**src/rtl/pixel_readout_pkg.sv**
```systemverilog
// Shared types and helpers for the pixel readout capture stage.
// Black-level subtraction is enabled by defining PIXEL_READOUT_BLACK_LEVEL_EN.
package pixel_readout_pkg;

    typedef logic [7:0] pixel_t;

    typedef enum logic [1:0] {
        G1 = 2'd0,
        G2 = 2'd1,
        R  = 2'd2,
        B  = 2'd3
    } chan_e;

    typedef enum logic [1:0] {
        EXP1 = 2'd0,
        EXP2 = 2'd1,
        EXP3 = 2'd2,
        EXP4 = 2'd3
    } cap_state_e;

    // Saturating subtract: a borrow out of bit 8 means the result went negative.
    function automatic pixel_t black_sub(input pixel_t raw, input pixel_t level);
        logic [8:0] diff;
        diff = {1'b0, raw} - {1'b0, level};
        return diff[8] ? 8'd0 : diff[7:0];
    endfunction

endpackage

```
**src/rtl/pixel_frame_buf.sv**
```systemverilog
// Ping-pong frame store: two banks of four pixels, full flags, and the
// registered valid/ready output beat stage that drains the oldest full bank.
module pixel_frame_buf
    import pixel_readout_pkg::*;
(
    input  logic       clk,
    input  logic       reset,
    input  logic       i_wr_en,
    input  logic [1:0] i_wr_slot,
    input  pixel_t     i_wr_data,
    input  logic       i_mark_full,
    output logic       o_wr_full,
    input  logic       i_out_ready,
    output logic       o_out_valid,
    output pixel_t     o_out_data,
    output logic [1:0] o_out_chan,
    output logic       o_out_first,
    output logic       o_out_last,
    output logic       o_frame_done
);

    pixel_t     r_mem [0:1][0:3];
    logic [1:0] r_full;
    logic       r_wbank;
    logic       r_rbank;
    logic       r_fbank;
    logic [1:0] r_fslot;
    logic       r_out_valid;
    pixel_t     r_out_data;
    logic [1:0] r_out_chan;
    logic       r_out_first;
    logic       r_out_last;
    logic       r_frame_done;

    logic       w_load;
    logic       w_avail;
    logic       w_last_hs;
    logic [1:0] w_set;
    logic [1:0] w_clr;

    // The fetch pointer runs ahead of the handshake pointer; a bank stays full until its last beat is accepted.
    assign w_load    = !r_out_valid || i_out_ready;
    assign w_avail   = r_full[r_fbank];
    assign w_last_hs = r_out_valid && i_out_ready && r_out_last;
    assign w_set     = i_mark_full ? (r_wbank ? 2'b10 : 2'b01) : 2'b00;
    assign w_clr     = w_last_hs   ? (r_rbank ? 2'b10 : 2'b01) : 2'b00;

    // Pixel storage write port.
    always_ff @(posedge clk) begin
        if (i_wr_en) begin
            r_mem[r_wbank][i_wr_slot] <= i_wr_data;
        end
    end

    // Bank flags, pointers and the output beat register.
    always_ff @(posedge clk) begin
        if (reset) begin
            r_full       <= 2'b00;
            r_wbank      <= 1'b0;
            r_rbank      <= 1'b0;
            r_fbank      <= 1'b0;
            r_fslot      <= 2'd0;
            r_out_valid  <= 1'b0;
            r_out_data   <= 8'd0;
            r_out_chan   <= 2'd0;
            r_out_first  <= 1'b0;
            r_out_last   <= 1'b0;
            r_frame_done <= 1'b0;
        end else begin
            r_full       <= (r_full & ~w_clr) | w_set;
            r_frame_done <= w_last_hs;
            if (i_mark_full) begin
                r_wbank <= ~r_wbank;
            end
            if (w_last_hs) begin
                r_rbank <= ~r_rbank;
            end
            if (w_load) begin
                r_out_valid <= w_avail;
                if (w_avail) begin
                    r_out_data  <= r_mem[r_fbank][r_fslot];
                    r_out_chan  <= r_fslot;
                    r_out_first <= (r_fslot == 2'd0);
                    r_out_last  <= (r_fslot == 2'd3);
                    r_fslot     <= r_fslot + 2'd1;
                    if (r_fslot == 2'd3) begin
                        r_fbank <= ~r_fbank;
                    end
                end
            end
        end
    end

    assign o_wr_full    = r_full[r_wbank];
    assign o_out_valid  = r_out_valid;
    assign o_out_data   = r_out_data;
    assign o_out_chan   = r_out_chan;
    assign o_out_first  = r_out_first;
    assign o_out_last   = r_out_last;
    assign o_frame_done = r_frame_done;

endmodule

```
**src/rtl/pixel_readout.sv**
```systemverilog
// Pixel readout top: strobe edge detection, capture sequencer and counters.
// Define PIXEL_READOUT_BLACK_LEVEL_EN to subtract BLACK_LEVEL from each pixel.
module pixel_readout
    import pixel_readout_pkg::*;
#(
    parameter pixel_t BLACK_LEVEL = 8'd0,
    parameter int     CNT_W       = 16
) (
    input  logic             clk,
    input  logic             reset,
    input  logic             read1,
    input  logic             read2,
    input  logic             read3,
    input  logic             read4,
    input  pixel_t           DATA,
    output logic             out_valid,
    input  logic             out_ready,
    output pixel_t           out_data,
    output logic [1:0]       out_chan,
    output logic             out_first,
    output logic             out_last,
    output logic             seq_err,
    output logic             overflow,
    output logic [CNT_W-1:0] frame_cnt,
    output logic [CNT_W-1:0] drop_cnt
);

    cap_state_e       r_state;
    cap_state_e       w_state_n;
    logic [3:0]       r_read_d;
    pixel_t           r_hold;
    logic             r_ignore;
    logic             r_dropping;
    logic             r_seq_err;
    logic             r_overflow;
    logic [CNT_W-1:0] r_frame_cnt;
    logic [CNT_W-1:0] r_drop_cnt;

    logic [3:0]       w_read;
    logic [3:0]       w_fall;
    logic             w_multi;
    logic             w_commit;
    logic [1:0]       w_slot;
    pixel_t           w_value;
    logic             w_drop_n;
    logic             w_wr_en;
    logic             w_mark;
    logic             w_seq_n;
    logic             w_ovf_n;
    logic             w_wr_full;
    logic             w_frame_done;

    assign w_read  = {read4, read3, read2, read1};
    assign w_fall  = r_read_d & ~w_read;
    assign w_multi = (w_read & (w_read - 4'd1)) != 4'd0;
    // Strobes that overlapped are already counted as an error; their falling edges must not commit.
    assign w_commit = (w_fall != 4'd0) && !r_ignore && !w_multi;

`ifdef PIXEL_READOUT_BLACK_LEVEL_EN
    assign w_value = black_sub(r_hold, BLACK_LEVEL);
`else
    logic w_unused_bl;
    assign w_unused_bl = ^BLACK_LEVEL;
    assign w_value     = r_hold;
`endif

    // Slot index of the strobe that just fell.
    always_comb begin
        w_slot = 2'd0;
        case (w_fall)
            4'b0001: w_slot = 2'd0;
            4'b0010: w_slot = 2'd1;
            4'b0100: w_slot = 2'd2;
            4'b1000: w_slot = 2'd3;
            default: w_slot = 2'd0;
        endcase
    end

    // Capture sequencer next-state and commit decisions.
    always_comb begin
        w_state_n = r_state;
        w_drop_n  = r_dropping;
        w_wr_en   = 1'b0;
        w_mark    = 1'b0;
        w_seq_n   = 1'b0;
        w_ovf_n   = 1'b0;
        if (w_multi) begin
            w_state_n = EXP1;
            w_seq_n   = 1'b1;
        end else if (w_commit) begin
            if (w_slot == 2'd0) begin
                if (w_wr_full) begin
                    w_ovf_n   = 1'b1;
                    w_drop_n  = 1'b1;
                    w_state_n = EXP1;
                end else begin
                    w_wr_en   = 1'b1;
                    w_drop_n  = 1'b0;
                    w_state_n = EXP2;
                    w_seq_n   = (r_state != EXP1) && !r_dropping;
                end
            end else if (r_dropping) begin
                w_state_n = EXP1;
            end else if (w_slot == 2'(r_state)) begin
                w_wr_en = 1'b1;
                if (w_slot == 2'd3) begin
                    w_mark    = 1'b1;
                    w_state_n = EXP1;
                end else begin
                    w_state_n = cap_state_e'(w_slot + 2'd1);
                end
            end else begin
                w_seq_n   = 1'b1;
                w_state_n = EXP1;
            end
        end else begin
            w_state_n = r_state;
        end
    end

    // Sequencer state register.
    always_ff @(posedge clk) begin
        if (reset) begin
            r_state <= EXP1;
        end else begin
            r_state <= w_state_n;
        end
    end

    // Strobe history, hold register, drop mode, error pulses and counters.
    always_ff @(posedge clk) begin
        if (reset) begin
            r_read_d    <= 4'd0;
            r_hold      <= 8'd0;
            r_ignore    <= 1'b0;
            r_dropping  <= 1'b0;
            r_seq_err   <= 1'b0;
            r_overflow  <= 1'b0;
            r_frame_cnt <= '0;
            r_drop_cnt  <= '0;
        end else begin
            r_read_d   <= w_read;
            r_dropping <= w_drop_n;
            r_seq_err  <= w_seq_n;
            r_overflow <= w_ovf_n;
            if (w_read != 4'd0) begin
                r_hold <= DATA;
            end
            if (w_multi) begin
                r_ignore <= 1'b1;
            end else if (w_read == 4'd0) begin
                r_ignore <= 1'b0;
            end
            if (w_seq_n || w_ovf_n) begin
                r_drop_cnt <= r_drop_cnt + 1'b1;
            end
            if (w_frame_done) begin
                r_frame_cnt <= r_frame_cnt + 1'b1;
            end
        end
    end

    pixel_frame_buf u_buf (
        .clk          (clk),
        .reset        (reset),
        .i_wr_en      (w_wr_en),
        .i_wr_slot    (w_slot),
        .i_wr_data    (w_value),
        .i_mark_full  (w_mark),
        .o_wr_full    (w_wr_full),
        .i_out_ready  (out_ready),
        .o_out_valid  (out_valid),
        .o_out_data   (out_data),
        .o_out_chan   (out_chan),
        .o_out_first  (out_first),
        .o_out_last   (out_last),
        .o_frame_done (w_frame_done)
    );

    assign seq_err   = r_seq_err;
    assign overflow  = r_overflow;
    assign frame_cnt = r_frame_cnt;
    assign drop_cnt  = r_drop_cnt;

endmodule
```
**config.mk**
```make
export PLATFORM = sky130hd
export DESIGN_NAME = pixel_readout
export DESIGN_NICKNAME = d
export VERILOG_FILES = /design/src/rtl/pixel_readout_pkg.sv /design/src/rtl/pixel_frame_buf.sv /design/src/rtl/pixel_readout.sv
export SDC_FILE = /design/constraint.sdc
export NUM_CORES = 1
export LEC_CHECK = 0
export ABC_AREA = 1
export CAP_MARGIN = 15
export CORE_ASPECT_RATIO = 0.6
export CORE_UTILIZATION = 59
export CTS_BUF_LIST = sky130_fd_sc_hd__clkbuf_8
export DETAILED_ROUTE_END_ITERATION = 12
export GPL_ROUTABILITY_DRIVEN = 0
export HOLD_SLACK_MARGIN = 0.02
export PLACE_DENSITY = 0.82
export SYNTH_ARGS = -nofsm -noshare
export SYNTH_HDL_FRONTEND = slang
export SYNTH_HIERARCHICAL = 1
export SYNTH_SLANG_ARGS = --single-unit
export TNS_END_PERCENT = 30
```
**constraint.sdc**
```tcl
create_clock -name clk -period 4 [get_ports clk]
set_input_delay 1.2 -clock clk [delete_from_list [all_inputs] [get_ports clk]]
set_output_delay 1.2 -clock clk [all_outputs]
set_load 0.03 [all_outputs]
```
==> results.ini, run 1 <==
[clock_network]
path_clk_slew_ps=70
cts_max_level=4
cts_tree=done
clkSinkCount=136
postCtsHoldBufs=0
numCtsBuffers=17
insertion_delay_ps=440
cts-resized-gates=0
cts_max_path_buffers=2
post_cts_buffers=0
root_buffer=clkbuf_8

[critical_path]
cpMostUsedCell=nand2_1
reg2reg_depth=12
max_stage_delay_ps=550
end_kind=flip-flop
path_cells=clkdlybuf4s50_1 -> inv_2 -> nand2_2 -> nand2_1 -> nand3_2 -> ha_1 -> inv_1 -> nand2_1 -> nand2_1 -> nor2_1 -> nand2_1 -> nor2_1 -> buf_4
r2r_slack_ps=1550
cp.arrival_ps=3570
worstSetupPathType=in2reg
critPathRequiredTime_ps=4150
reg2reg_from=r_read_d[3]
r2r-end=u_buf/r_mem[1][25]
cp_slowest_cell=clkdlybuf4s50_1
setup.worst_path.start_class=primary input
critPathMaxFanout=5

[sta]
fin_skew_ps=15.4
rsz0062_at_grt=false
setup_violations=0
hold_viol=0
maxSlewHeadroom_pct=39.8
maxSlewViolCount=0
hold_ws_ps=469
fmax_ghz=0.292
finalCritPeriodShare_pct=85.5
setup_slack_ps=579
setup-tns-final_ps=0
tightest_slew_ps=902
min_period_ps=3420

[synthesis]
yosysSeqAreaShare_pct=53.9
ys_ff_latch=136
yosysMostFrequentCell=nand2_1
syn_nets=755
synth_edf_count=64
yosys_warnings=6
synthArstFlopShare_pct=0
yosysUniqueCellTypes=41
yosys-top-cells-area=edfxtp_1 31%, dfxtp_1 23%, nand2_1 11%, inv_1 6.2%, nand3_1 4.0%
syn_area_per_cell_um2=8.50
ys.flop_type=dfxtp_1
syn_area_um2=6240
yosys.area.top_type=edfxtp_1
yosys-top-cells-count=191 x nand2_1, 103 x inv_1, 72 x dfxtp_1
synthesis.instances=734
netlist.area_leader.share_pct=30.8

[drt]
routed_wl_um=14700
ant_nets=0
drcViolationCount=0
drtPass1Iterations=5
via_per_inst=5.44
via_count=5160
wire_per_inst_um=15.5
initialDrtViolationCount=415

[floorplanning]
ios=62
die_h_um=81.7
fp-row-count=28
initial_core_util_pct=62.1
core_region_area_um2=10100
die_w_um=135
dieArea_um2=11000

[grt]
grt_antenna_before_repair=0
grt-ovfl-total=0
grt.met1_usage_pct=37.2
grt_max_degree=33
grt_busiest_layer=met2
grt_pass1_wl_um=23800
grt_pass1_vias=4958
use_met2_pct=47.3
grt_usage_pct=28.7
met3_usage_pct=7.65

[place]
dp_hpwl_um=9960
portBuffers=61
post-place-ws_ps=212

[run]
drv_cap=0

[worst_hold_path]
worstHoldPathCells=2
min_to=r_ignore
hold_path_class=reg2reg
min_from=r_ignore

[pwr]
power_leakage_uw=0.00304
power_density_nw_per_um2=369
peakVddDrop_mv=0.249

[cells_and_area]
drive_above_1_share_pct=10.2
syn_to_final_growth_pct=17.3
antenna_cells=0
nets=822

[status]
run_status=complete, no violations

## worst max path at each step
stage / start / endpoint / slack [ps]
finish: read2 / u_buf/r_mem[1][25] / 580
global route: read2 / u_buf/r_mem[1][25] / 480
floorplan: read1 / u_buf/r_mem[0][16] / 540
detailed placement: read4 / u_buf/r_mem[1][28] / 210
global placement: read3 / u_buf/r_mem[1][31] / 470
CTS: read4 / u_buf/r_mem[1][25] / 680
## placed cells by master, fill, tap and decap left out, types with 2 or more instances in the layout
cell / Yosys / final
clkdlybuf4s50_1: 0 / 61
nor2_2: 2 / 2
clkbuf_8: 0 / 17
a21oi_2: 9 / 9
clkinv_2: 0 / 3
ha_1: 6 / 6
nand3_1: 50 / 50
buf_4: 7 / 12
nand3_2: 4 / 4
inv_1: 103 / 103
nand4_1: 20 / 20
edfxtp_1: 64 / 64
nand2_2: 12 / 12
clkinv_1: 1 / 5
nor3_1: 9 / 9
o21ai_1: 4 / 4
dfxtp_1: 72 / 72
o21ai_0: 24 / 24
nor2_4: 2 / 2
nand2_1: 191 / 191
nor2_1: 64 / 64
inv_2: 6 / 6
xor2_1: 10 / 10
nor4_1: 5 / 5
bufinv_16: 0 / 2
clkinvlp_4: 0 / 5
xnor2_1: 8 / 8
nand3_4: 2 / 2
a21oi_1: 29 / 29
## flip-flops by register name, indices dropped and copies added, names as in the netlist, 2 cells and up, named ones only
signal / count
r_state: 2
u_buf/r_fslot: 2
frame_cnt: 16
drop_cnt: 16
r_read_d: 4
u_buf/o_out_data: 8
u_buf/r_mem: 64
u_buf/o_out_chan: 2
r_hold: 8
u_buf/r_full: 2
## metrics by stage
stage          area [um^2]  power, uW  util (%)  std cells
2_1_floorplan         6240       1600         -        734
3_3_place_gp          6950       1640      69.1        917
3_5_place_dp          6950       1650      69.1        917
4_1_cts               7320       2710      72.8        949
5_1_grt               7320       2790      72.8        949
6_report              7320       2700      72.8        949
## power by group
group / total [uW] / internal [uW] / leakage, uW / switching, uW
Sequential: 1490 / 1470 / 0.00118 / 20.3
Combinational: 131 / 46.6 / 0.00169 / 84.1
Clock: 1080 / 540 / 0.000173 / 540
## cells by family after synthesis
group / count (synthesis) / share of synthesized area, %
flip-flops: 136 / 53.9
adder cells (fa/ha/maj): 6 / 1.20
XOR/XNOR: 18 / 2.53
AO/OA/AOI/OAI: 69 / 6.20
AND/OR/NAND/NOR: 368 / 26.7
buffers and inverters: 137 / 9.46
## critical path: cells and delay by family
| kind | cells | cell delay, ps |
|---|---|---|
| simple gates | 8 | 1150 |
| buf+inv | 4 | 960 |
| fa+ha+maj | 1 | 240 |
## per-layer routing
layer  wire length, um  part of all wire (%)
met4               191                   1.3
met1              6580                    45
met2              6830                    46
met5                 0                     0
met3              1120                   7.6
## cell type report
type                    count  area, um^2
inverters                 112         428
repair buffers             73         701
well taps                 135         169
clock inverters            15         136
flip-flops and latches    136        3360
fillers                   714        2740
clock buffers              17         234
multi-input cells         461        2290
No activity file was read; power rests on OpenSTA's default activity.
==> run 2: changes to the inputs <==
--- a/config.mk
+++ b/config.mk
@@ -8,14 +8,15 @@
 export ABC_AREA = 1
 export CAP_MARGIN = 15
 export CORE_ASPECT_RATIO = 0.6
-export CORE_UTILIZATION = 59
+export CORE_UTILIZATION = 55
 export CTS_BUF_LIST = sky130_fd_sc_hd__clkbuf_8
+export CTS_CLUSTER_DIAMETER = 80
 export DETAILED_ROUTE_END_ITERATION = 12
 export GPL_ROUTABILITY_DRIVEN = 0
 export HOLD_SLACK_MARGIN = 0.02
-export PLACE_DENSITY = 0.82
+export PLACE_DENSITY = 0.77
 export SYNTH_ARGS = -nofsm -noshare
 export SYNTH_HDL_FRONTEND = slang
 export SYNTH_HIERARCHICAL = 1
 export SYNTH_SLANG_ARGS = --single-unit
-export TNS_END_PERCENT = 30
+export TNS_END_PERCENT = 5
==> run 2 against run 1 <==
Setup slack gained 140 ps. Combinational power hardly changed. Cell count grew 0.42%. First-iteration DRC count down 6.5%. Largest cell class unchanged. Highest routed layer unchanged.
==> results.ini, run 2 (same netlist as run 1, synthesis figures left out) <==
[status]
run_status=complete, no violations

[worst_hold_path]
hold_path_class=reg2reg
min_from=frame_cnt[15]
worstHoldPathCells=2
min_to=frame_cnt[15]

[place]
dp_hpwl_um=10300
portBuffers=61
dp_cells=921

[critical_path]
cp_slowest_cell=clkdlybuf4s50_1
r2r-end=drop_cnt[2]
critPathRequiredTime_ps=4290
path_cells=clkdlybuf4s50_1 -> inv_2 -> nand2_2 -> nand2_1 -> nand3_2 -> ha_1 -> inv_1 -> o31ai_1 -> nor3_2 -> nand2_4 -> nand3_4 -> nand2_1 -> a21oi_1
end_kind=flip-flop
worstSetupPathType=in2reg
cp.arrival_ps=3570
path_buf_inv=3
reg2reg_from=r_read_d[3]
crit_cells=13
crit_family=simple AND/OR/NAND/NOR gates
max_stage_delay_ps=530
cpMostUsedCell=nand2_1
reg2reg_depth=12
r2r_slack_ps=1680
critPathMaxFanout=17
setup.worst_path.start_class=primary input

[clock_network]
clkSinkCount=136
numCtsBuffers=17
insertion_delay_ps=410
cts-resized-gates=0
cts_max_path_buffers=2
path_clk_slew_ps=70
cts_tree=done
root_buffer=clkbuf_8
cts_max_level=4
postCtsHoldBufs=0
post_cts_buffers=0

[cells_and_area]
ff_latch_area_um2=3360
multi_input_area_um2=2290
drive_above_1_share_pct=10.1
layout_common_cells=191 x nand2_1, 108 x inv_1, 72 x dfxtp_1
syn_to_final_growth_pct=17.1
utilization_pct=67.6
top_register=u_buf/r_mem
num-fill-cells=839
layout.cells.non_filler=953
antenna_cells=0
nets=822
largest_reg_flops=64
layout_commonest_cell=nand2_1

[floorplanning]
ios=62
die_h_um=84.5
die_w_um=140
dieArea_um2=11800
initial_core_util_pct=57.7
core_region_area_um2=10800
fp-row-count=29

[sta]
maxSlewHeadroom_pct=38.7
min_period_ps=3280
fin_skew_ps=9.58
tightest_slew_ps=919
hold_viol=0
rsz0062_at_grt=false
finalCritPeriodShare_pct=82.1
maxSlewViolCount=0
hold_ws_ps=471
fmax_ghz=0.304
setup-tns-final_ps=0
setup_violations=0

[grt]
grt_pass1_wl_um=23700
grt-ovfl-total=0
grt_antenna_before_repair=0
grt_max_degree=33
grt_usage_pct=26.2
grt_pass1_vias=4828

[drt]
routed_wl_um=14600
via_per_inst=5.36
drcViolationCount=0
initialDrtViolationCount=388
wire_per_inst_um=15.3
drtPass1Iterations=7
via_count=5112
ant_nets=0

[pwr]
power_density_nw_per_um2=359
peakVddDrop_mv=0.252
power_leakage_uw=0.00307
p_total_uw=2620

[run]
drv_cap=0

run 2: cell count changes in the layout (fill, tap and decap cells not counted), sizes merged:
cell,delta
bufinv,-2
clkbuf,+6
clkinv,-4
clkinvlp,-5
inv,+5
run 2: stage by stage:
step	cell area, um^2	worst slack (ps)
global placement	6950	461
global route	7310	555
finish	7310	716
CTS	7310	748
detailed placement	6950	313
floorplan	6240	541
run 2: how the worst max path moves through the flow:
stage	to	from	slack, ps
floorplan	u_buf/r_mem[0][16]	read1	540
global placement	u_buf/r_mem[0][21]	read3	460
detailed placement	drop_cnt[2]	read4	310
CTS	drop_cnt[2]	read3	750
global route	u_buf/r_mem[1][22]	read3	560
finish	drop_cnt[2]	read2	720
run 2: where the power goes:
part	switching, uW	internal, uW	total, uW
logic	84.0	46.4	130
clock network	482	514	996
registers	23.9	1470	1500
total	590	2030	2620
run 2: cell type report:
cell class                      count  area share, %
Inverter                          112           5.86
Clock inverter                      9          0.531
Tap cell                          139           2.38
Timing Repair Buffer               73           9.59
Clock buffer                       23           4.33
Multi-Input combinational cell    461           31.3
Sequential cell                   136           46.0
run 2: routing by layer:
metal	GRT usage, %	vias up	share of wire (%)	wire length (um)
li1	-	2499	-	-
met4	6.36	0	0.66	97
met5	0	-	0	0
met2	40.4	219	44	6390
met1	37.4	2382	47	6870
met3	5.88	12	8.4	1230
run 2: worst min-delay path, cell delays in order (launching register included):
cell and delay (ps):
dfxtp_1 310, inv_1 60, a21oi_1 50
